$ cat src/rtl/pmp_dmp.sv
`default_nettype none
// ============================================================================
//  Module      : pmp_dmp
//  Description : PMP region/permission checker with per-entry domain tags and
//                a registered allow decision (1-cycle latency).
//  Revision    : 1.0
// ============================================================================
module pmp_dmp #(
   parameter int PLEN       = 56,
   parameter int PMP_LEN    = 54,
   parameter int NR_ENTRIES = 4
) (
   input  logic                           clk_i,
   input  logic                           rst_ni,
   input  logic [PLEN-1:0]                addr_i,
   input  logic [2:0]                     access_type_i,
   input  logic [1:0]                     priv_lvl_i,
   input  logic [1:0]                     curdom_i,
   input  logic [NR_ENTRIES*PMP_LEN-1:0]  conf_addr_i,
   input  logic [NR_ENTRIES*8-1:0]        pmpconf_i,
   input  logic [NR_ENTRIES*8-1:0]        dmpconf_i,
   output logic                           allow_o
);

   localparam int         AW          = (PLEN > PMP_LEN + 2) ? PLEN : PMP_LEN + 2;
   localparam logic [1:0] c_mode_tor   = 2'd1;
   localparam logic [1:0] c_mode_na4   = 2'd2;
   localparam logic [1:0] c_mode_napot = 2'd3;
   localparam logic [1:0] c_priv_m     = 2'd3;
   localparam logic [1:0] c_dom_i      = 2'd3;

   logic w_allow;
   logic r_allow;

   generate
      if (NR_ENTRIES == 0) begin : g_no_entries
         logic w_unused_ports;
         assign w_unused_ports = ^{addr_i, access_type_i, priv_lvl_i, curdom_i,
                                   conf_addr_i, pmpconf_i, dmpconf_i};
         assign w_allow = 1'b1;
      end else begin : g_entries
         logic [NR_ENTRIES-1:0]           w_match;
         logic [NR_ENTRIES-1:0]           w_ok;
         logic [NR_ENTRIES-1:0]           w_locked;
         logic [NR_ENTRIES-1:0][PLEN-1:0] w_top;

         for (genvar i = 0; i < NR_ENTRIES; i++) begin : g_entry
            logic [PMP_LEN-1:0] w_conf;
            logic [7:0]         w_pcfg;
            logic [7:0]         w_dcfg;
            logic [AW-1:0]      w_addr_ext;
            logic [AW-1:0]      w_mask_ext;
            logic [PLEN-1:0]    w_prev;
            logic [PLEN-1:0]    w_care;
            logic               w_tor_hit;
            logic               w_na4_hit;
            logic               w_napot_hit;
            logic               w_pmp_ok;
            logic               w_dom_ok;
            logic               w_unused_cfg;

            assign w_conf     = conf_addr_i[i*PMP_LEN +: PMP_LEN];
            assign w_pcfg     = pmpconf_i[i*8 +: 8];
            assign w_dcfg     = dmpconf_i[i*8 +: 8];
            assign w_addr_ext = AW'({w_conf, 2'b00});
            assign w_top[i]   = w_addr_ext[PLEN-1:0];
            // Don't-care bits of a NAPOT region; sign extension makes an
            // all-ones pmpaddr cover every address bit, even beyond PMP_LEN+2.
            assign w_mask_ext = AW'($signed({w_conf ^ (w_conf + PMP_LEN'(1)), 2'b11}));
            assign w_care     = w_mask_ext[PLEN-1:0];

            if (i == 0) begin : g_first
               assign w_prev = '0;
            end else begin : g_chain
               assign w_prev = w_top[i-1];
            end

            assign w_tor_hit   = (addr_i >= w_prev) && (addr_i < w_top[i]);
            assign w_na4_hit   = (addr_i[PLEN-1:2] == w_top[i][PLEN-1:2]);
            assign w_napot_hit = (((addr_i ^ w_top[i]) & ~w_care) == '0);

            assign w_match[i] = ((w_pcfg[4:3] == c_mode_tor)   && w_tor_hit)
                             || ((w_pcfg[4:3] == c_mode_na4)   && w_na4_hit)
                             || ((w_pcfg[4:3] == c_mode_napot) && w_napot_hit);

            assign w_pmp_ok = ((access_type_i & w_pcfg[2:0]) == access_type_i);
            assign w_dom_ok = (curdom_i == c_dom_i) || (w_dcfg[1:0] == c_dom_i)
                           || (curdom_i == w_dcfg[1:0]);

            assign w_ok[i]     = w_pmp_ok && w_dom_ok;
            assign w_locked[i] = w_pcfg[7];

            assign w_unused_cfg = ^{w_pcfg[6:5], w_dcfg[7:2], w_addr_ext, w_mask_ext};
         end

         // Walk from the highest index down so the lowest matching entry wins.
         always_comb begin
            w_allow = (priv_lvl_i == c_priv_m);
            for (int j = NR_ENTRIES - 1; j >= 0; j--) begin
               if (w_match[j]) begin
                  if ((priv_lvl_i == c_priv_m) && !w_locked[j]) begin
                     w_allow = 1'b1;
                  end else begin
                     w_allow = w_ok[j];
                  end
               end
            end
         end
      end
   endgenerate

   always_ff @(posedge clk_i or negedge rst_ni) begin
      if (!rst_ni) begin
         r_allow <= 1'b0;
      end else begin
         r_allow <= w_allow;
      end
   end

   assign allow_o = r_allow;

endmodule
`default_nettype wire

$ cat config.mk
export PLATFORM = sky130hd
export DESIGN_NAME = pmp_dmp
export DESIGN_NICKNAME = d
export VERILOG_FILES = /design/src/rtl/pmp_dmp.sv
export SDC_FILE = /design/constraint.sdc
export NUM_CORES = 1
export LEC_CHECK = 0
export CELL_PAD_IN_SITES_DETAIL_PLACEMENT = 1
export CELL_PAD_IN_SITES_GLOBAL_PLACEMENT = 2
export CORE_MARGIN = 2
export CORE_UTILIZATION = 24
export CTS_BUF_LIST = sky130_fd_sc_hd__clkbuf_4 sky130_fd_sc_hd__clkbuf_8
export DETAILED_ROUTE_END_ITERATION = 6
export GPL_TIMING_DRIVEN = 0
export PLACE_DENSITY_LB_ADDON = 0.1
export SLEW_MARGIN = 20
export SYNTH_ARGS = -nofsm -noshare
export SYNTH_HDL_FRONTEND = slang
export SYNTH_SLANG_ARGS = --single-unit
export TNS_END_PERCENT = 5
$ cat constraint.sdc
create_clock -name clk_i -period 0.8 [get_ports clk_i]
set_clock_uncertainty 0.15 [all_clocks]
set_input_delay 0.12 -clock clk_i [delete_from_list [all_inputs] [get_ports clk_i]]
set_output_delay 0.12 -clock clk_i [all_outputs]
set_load 0.05 [all_outputs]
Yosys cells after proc, flatten, opt, wreduce, memory -nomap -nowiden:

Cells that the tools add are included.

* output and inout port bits: 1
* input bits: 345
* flip-flop bits (word level): 1
* word-level logic and storage cells: 119

* bitwise operators: 20
* magnitude comparators: 8
* add/sub/neg operators: 4
* reduce and logical (&&, ||, !) cells: 48
* eq/ne operators: 30
* multiplexer cells: 8

Operators by type and width (count)
* $and A56 B56 Y56: 4
* $logic_not A56 Y1: 4
* $lt A56 B56 Y1: 4
* $not A56 Y56: 4
* $xor A56 B56 Y56: 4
* $add A54 B1 Y54 const B: 4
* $eq A54 B54 Y1: 4
* $xor A54 B54 Y54: 4
* $ge A56 B56 Y1: 3
* $ge A56 B1 Y1 const B: 1
* $eq A2 B2 Y1 const B: 14
* $logic_and A1 B1 Y1: 24
* $logic_or A1 B1 Y1: 16
* $and A3 B3 Y3: 4
* $eq A3 B3 Y1: 4
* $eq A2 B1 Y1 const B: 4
* $eq A2 B2 Y1: 4
* $mux W1: 8
* $logic_not A1 Y1: 4

Depth between registers and ports, before layout:

Gate-level depths: netlist (run 1).

* word-level depth: 11
* mapped depth: 12
* gate-level depth less buffers: 12

Worst setup path after synthesis (run 1):

Ideal clock, no wire load.

* path kind: input port to flip-flop
* start: in conf_addr_i[162]
* end: reg r_allow (netlist: allow_o)
* path slack: -2.027 ns
* arrival: 2.544 ns
* data required time: 0.517 ns
* library setup time: 0.133 ns
* stages: 12
* cell sequence: ha_1 > nand2_1 > nor4_4 > and3_1 > buf_6 > a31oi_1 > or4_1 > nor4_1 > nand4_1 > mux2_4 > nor4b_2 > o211ai_1

* cells in the longest elaborated chain, start to end: 11

Ends and longest elaborated chain
* from (decl): RTL line 19 `input logic [NR_ENTRIES*PMP_LEN-1:0] conf_addr_i,`
* $add A54 B1 Y54: RTL line 69 `assign w_mask_ext = AW'($signed({w_conf ^ (w_conf + PMP_LEN'(1)), 2'b11}));`
* $xor A54 B54 Y54: RTL line 69
* $not A56 Y56: RTL line 80 `assign w_napot_hit = (((addr_i ^ w_top[i]) & ~w_care) == '0);`
* $and A56 B56 Y56: RTL line 80
* $logic_not A56 Y1: RTL line 80
* $logic_and A1 B1 Y1: RTL line 84 `|| ((w_pcfg[4:3] == c_mode_napot) && w_napot_hit);`
* $logic_or A1 B1 Y1 *: RTL line 84
* $mux W1 * (4 in a row): RTL line 100 `if (w_match[j]) begin`
* named net w_allow: RTL line 32 `logic w_allow;`
* to (signal assigned): RTL line 116 `r_allow <= w_allow;`
* to (decl): RTL line 33 `logic r_allow;`

Mark *: on every way through the listed nets, which the timed path passes. The rest lies on a longest branch.

Worst setup path after layout (run 1):

* start: in addr_i[30]
* end: reg r_allow (netlist: allow_o)

* cells in the longest elaborated chain, start to end: 9

Ends and longest elaborated chain
* from (decl): RTL line 15 `input logic [PLEN-1:0] addr_i,`
* $ge A56 B56 Y1, or another cell as far along: RTL line 78 `assign w_tor_hit = (addr_i >= w_prev) && (addr_i < w_top[i]);`
* $logic_and A1 B1 Y1 or $and A56 B56 Y56 (tied branches): RTL line 78, 80
* $logic_and A1 B1 Y1 or $logic_not A56 Y1 (tied branches): RTL line 82, 80
* $logic_or A1 B1 Y1 or $logic_and A1 B1 Y1 (tied branches): RTL line 83, 84
* $logic_or A1 B1 Y1: RTL line 84
* $mux W1 (3 in a row): RTL line 100
* $mux W1 *: RTL line 100
* named net w_allow: RTL line 32

Marks and branches as above.

==> results of run 1 <==
[final cells by class]
type	count	area [um^2]
Multi-Input combinational cell	1109	9920
Timing Repair Buffer	393	3590
Tap cell	511	639
Antenna cell	4	10.0
Fill cell	4669	22600
Sequential cell	1	25.0
Inverter	233	877
Buffer	5	45.0
[through the flow]
stage                     util [%]  hold slack, ns
after floorplan                  -          -0.326
after global placement        34.4           0.122
after detailed placement      34.5           0.122
after CTS                     40.0           0.125
after global routing          40.1           0.139
final                         40.1           0.122
[final timing paths]
| kind | from | to | slack [ns] | cells after the start |
|---|---|---|---|---|
| setup / recovery | addr_i[30] | allow_o | -2.50 | 12 |
| hold / removal | rst_ni | allow_o | 0.12 | 1 |
| max in group asynchronous | rst_ni | allow_o | 0.28 | 1 |
| min in group clk_i | allow_o | allow_o | 0.64 | 1 |
[where the power goes]
part           internal (mW)   total (mW)  switching (mW)
combinational           3.54         7.94            4.40
sequential            0.0599       0.0617         0.00177
clock            0.000000550  0.000000550               0
total                   3.60         8.01            4.40
[cells by family (layout without fill, tap and decap cells)]
family / Yosys count / in the layout / synth area share (%)
buffers and inverters: 244 / 631 / 10.1
and+or+nand+nor: 486 / 486 / 30.5
DFF: 1 / 1 / 0.273
other: 0 / 4 / 0
adders and majority gates: 220 / 220 / 30.0
AOI/OAI and AO/OA: 394 / 394 / 28.1
xor gates and xnor gates: 8 / 8 / 0.764
muxes: 1 / 1 / 0.164
[layout by cell type (no fill, tap or decap), drive strengths merged, types with 13 or more instances in the layout]
| cell | count |
|---|---|
| inv | 233 |
| ha | 220 |
| a21oi | 131 |
| buf | 128 |
| dlygate4sd2 | 127 |
| clkdlybuf4s50 | 87 |
| nand2 | 76 |
| nand4 | 70 |
| nor2 | 64 |
| a31oi | 58 |
| nand3 | 56 |
| nor4 | 56 |
| clkdlybuf4s15 | 51 |
| o21ai | 42 |
| nor3 | 42 |
| and4 | 39 |
| a41oi | 36 |
| and3 | 27 |
| a211oi | 15 |
| and2 | 13 |
[repair_timing]
item	in CTS	in global routing
setup endpoints to repair	2	2
gates resized for setup	780	16
gates cloned	0	0
buffers inserted	80	0
pin swaps	129	11
[metal layers]
| metal | GRT usage, % | vias up |
|---|---|---|
| met2 | 44.8 | 356 |
| met1 | 35.0 | 6141 |
| met5 | 0 | - |
| li1 | - | 6038 |
| met3 | 2.82 | 67 |
| met4 | 7.30 | 0 |
==> results.cfg, run 1 <==
[run_status]
status = complete, but fails checks
violations = setup timing

[layout]
syn2layout_area_growth_pct = 64.8
stdcell_count = 2256
final_area_mm2 = 0.0151
largest_register_ffs = 1
final_nets = 2308
drive_above_1_share_pct = 23.2

[die]
core_mm2 = 0.0377
die_x_um = 199
rows = 71
start_util_pct = 24.3
design.die.area_mm2 = 0.0398
io_pins = 346
die_h_um = 199

[yosys]
synth.area.top_cells = ha_1 (30%), inv_1 (9.5%), a21oi_1 (7.2%)
ys_types = 68
synth_most_common_cell = inv_1
synth_ff_type = dfrtp_1
syn_area_mm2 = 0.00917
syn_inst = 1354
ys_ff_latch = 1
avgSynthCellArea_um2 = 6.77
synth_common_cells = inv_1 (233), ha_1 (220), a21oi_1 (131), nand2_1 (76), nand4_1 (68)
yosysWarnings = 0
ys_seq_area_share_pct = 0.273
synth_edf_count = 0
yosys.area.top_type = ha_1
async_flop_share_pct = 100
synthesis.nets = 1919
yosysTopAreaCellShare_pct = 30.0

[timing]
max_clock_freq_mhz = 303
setup_tns_ns = -2.64
slew_headroom_pct = 52.0
worstMarginPinSlew_ns = 0.710
hold_viol_final = 0
fin_crit_sh_pct = 412
setup_viol = 2
fin_ws_ns = -2.50
maxSlewViolCount = 0
grt_setup_unrepaired = true
period_minus_slack_ns = 3.30

[route]
route.met2.wl_um = 24700
drtIter0Drc = 497
vias = 12600
dr.pass1.iters = 5
highest_layer = met4
dr_wl_met3_um = 2790
postRouteAntennaNets = 0
wl_per_cell_um = 23.9
wl_met1_um = 24600
routed_wl_um = 53800
drc_errors = 0
vias_per_cell = 5.59

[global_routing]
grt_antenna_before_repair = 3
grt_pass1_vias = 13200
grt_max_degree = 11
grt_overflow = 0
grt_pass1_wl_um = 79200
grt_usage_pct = 26.3

[worst_setup_path]
cp-end-kind = flip-flop
worstSetupPathType = input port to flip-flop
slowest_delay_ns = 0.57
crit_path_frequent_cell = nand4_1
cpLargestDelayFamily = simple AND/OR/NAND/NOR gates
path_buf_inv = 1
crit_chain = buf_2 -> ha_4 -> a21oi_1 -> or4_4 -> a2111oi_4 -> nand4_1 -> nor4_4 -> and4_1 -> nand4_1 -> a31o_2 -> nand3_2 -> o211ai_1
critPathRequiredTime_ns = 0.49
cp.arrival_ns = 2.98
slowest_stage = or4_4
worstPathMaxFanout = 4
cp-start-kind = input port

[clocking]
cts.hold.buffers_added = 0
clk_pin_slew_ns = 0

[place]
numPortBuffers = 313
dpl_cell_area_mm2 = 0.0130
dpl.hpwl_um = 46000
dpl_worst_slack_ns = -3.63
placedCellCount = 2178
gp_congestion = 0.932

[power]
power_leakage_nw = 6.74
pwr_density_cell_mw_per_mm2 = 530
ir_drop_mv = 0.195
power_mw = 8.01

[min_path]
worstHoldPathType = input port to asynchronous set/reset pin

[job]
maxCapViolations = 0
Power figures use the tool's default switching activity.
==> inputs of run 2 (changes only) <==
--- a/config.mk
+++ b/config.mk
@@ -12,6 +12,7 @@
 export CTS_BUF_LIST = sky130_fd_sc_hd__clkbuf_4 sky130_fd_sc_hd__clkbuf_8
 export DETAILED_ROUTE_END_ITERATION = 6
 export GPL_TIMING_DRIVEN = 0
+export HOLD_SLACK_MARGIN = 0.03
 export PLACE_DENSITY_LB_ADDON = 0.1
 export SLEW_MARGIN = 20
 export SYNTH_ARGS = -nofsm -noshare
==> results of run 2 <==
The final DEF is identical to that of run 1; final timing and power are the same.
==> inputs of run 3 (changes only) <==
--- a/config.mk
+++ b/config.mk
@@ -14,6 +14,7 @@
 export GPL_TIMING_DRIVEN = 0
 export HOLD_SLACK_MARGIN = 0.03
 export PLACE_DENSITY_LB_ADDON = 0.1
+export SETUP_SLACK_MARGIN = 0.05
 export SLEW_MARGIN = 20
 export SYNTH_ARGS = -nofsm -noshare
 export SYNTH_HDL_FRONTEND = slang
==> results of run 3 <==
The final DEF is identical to that of run 1; final timing and power are the same.
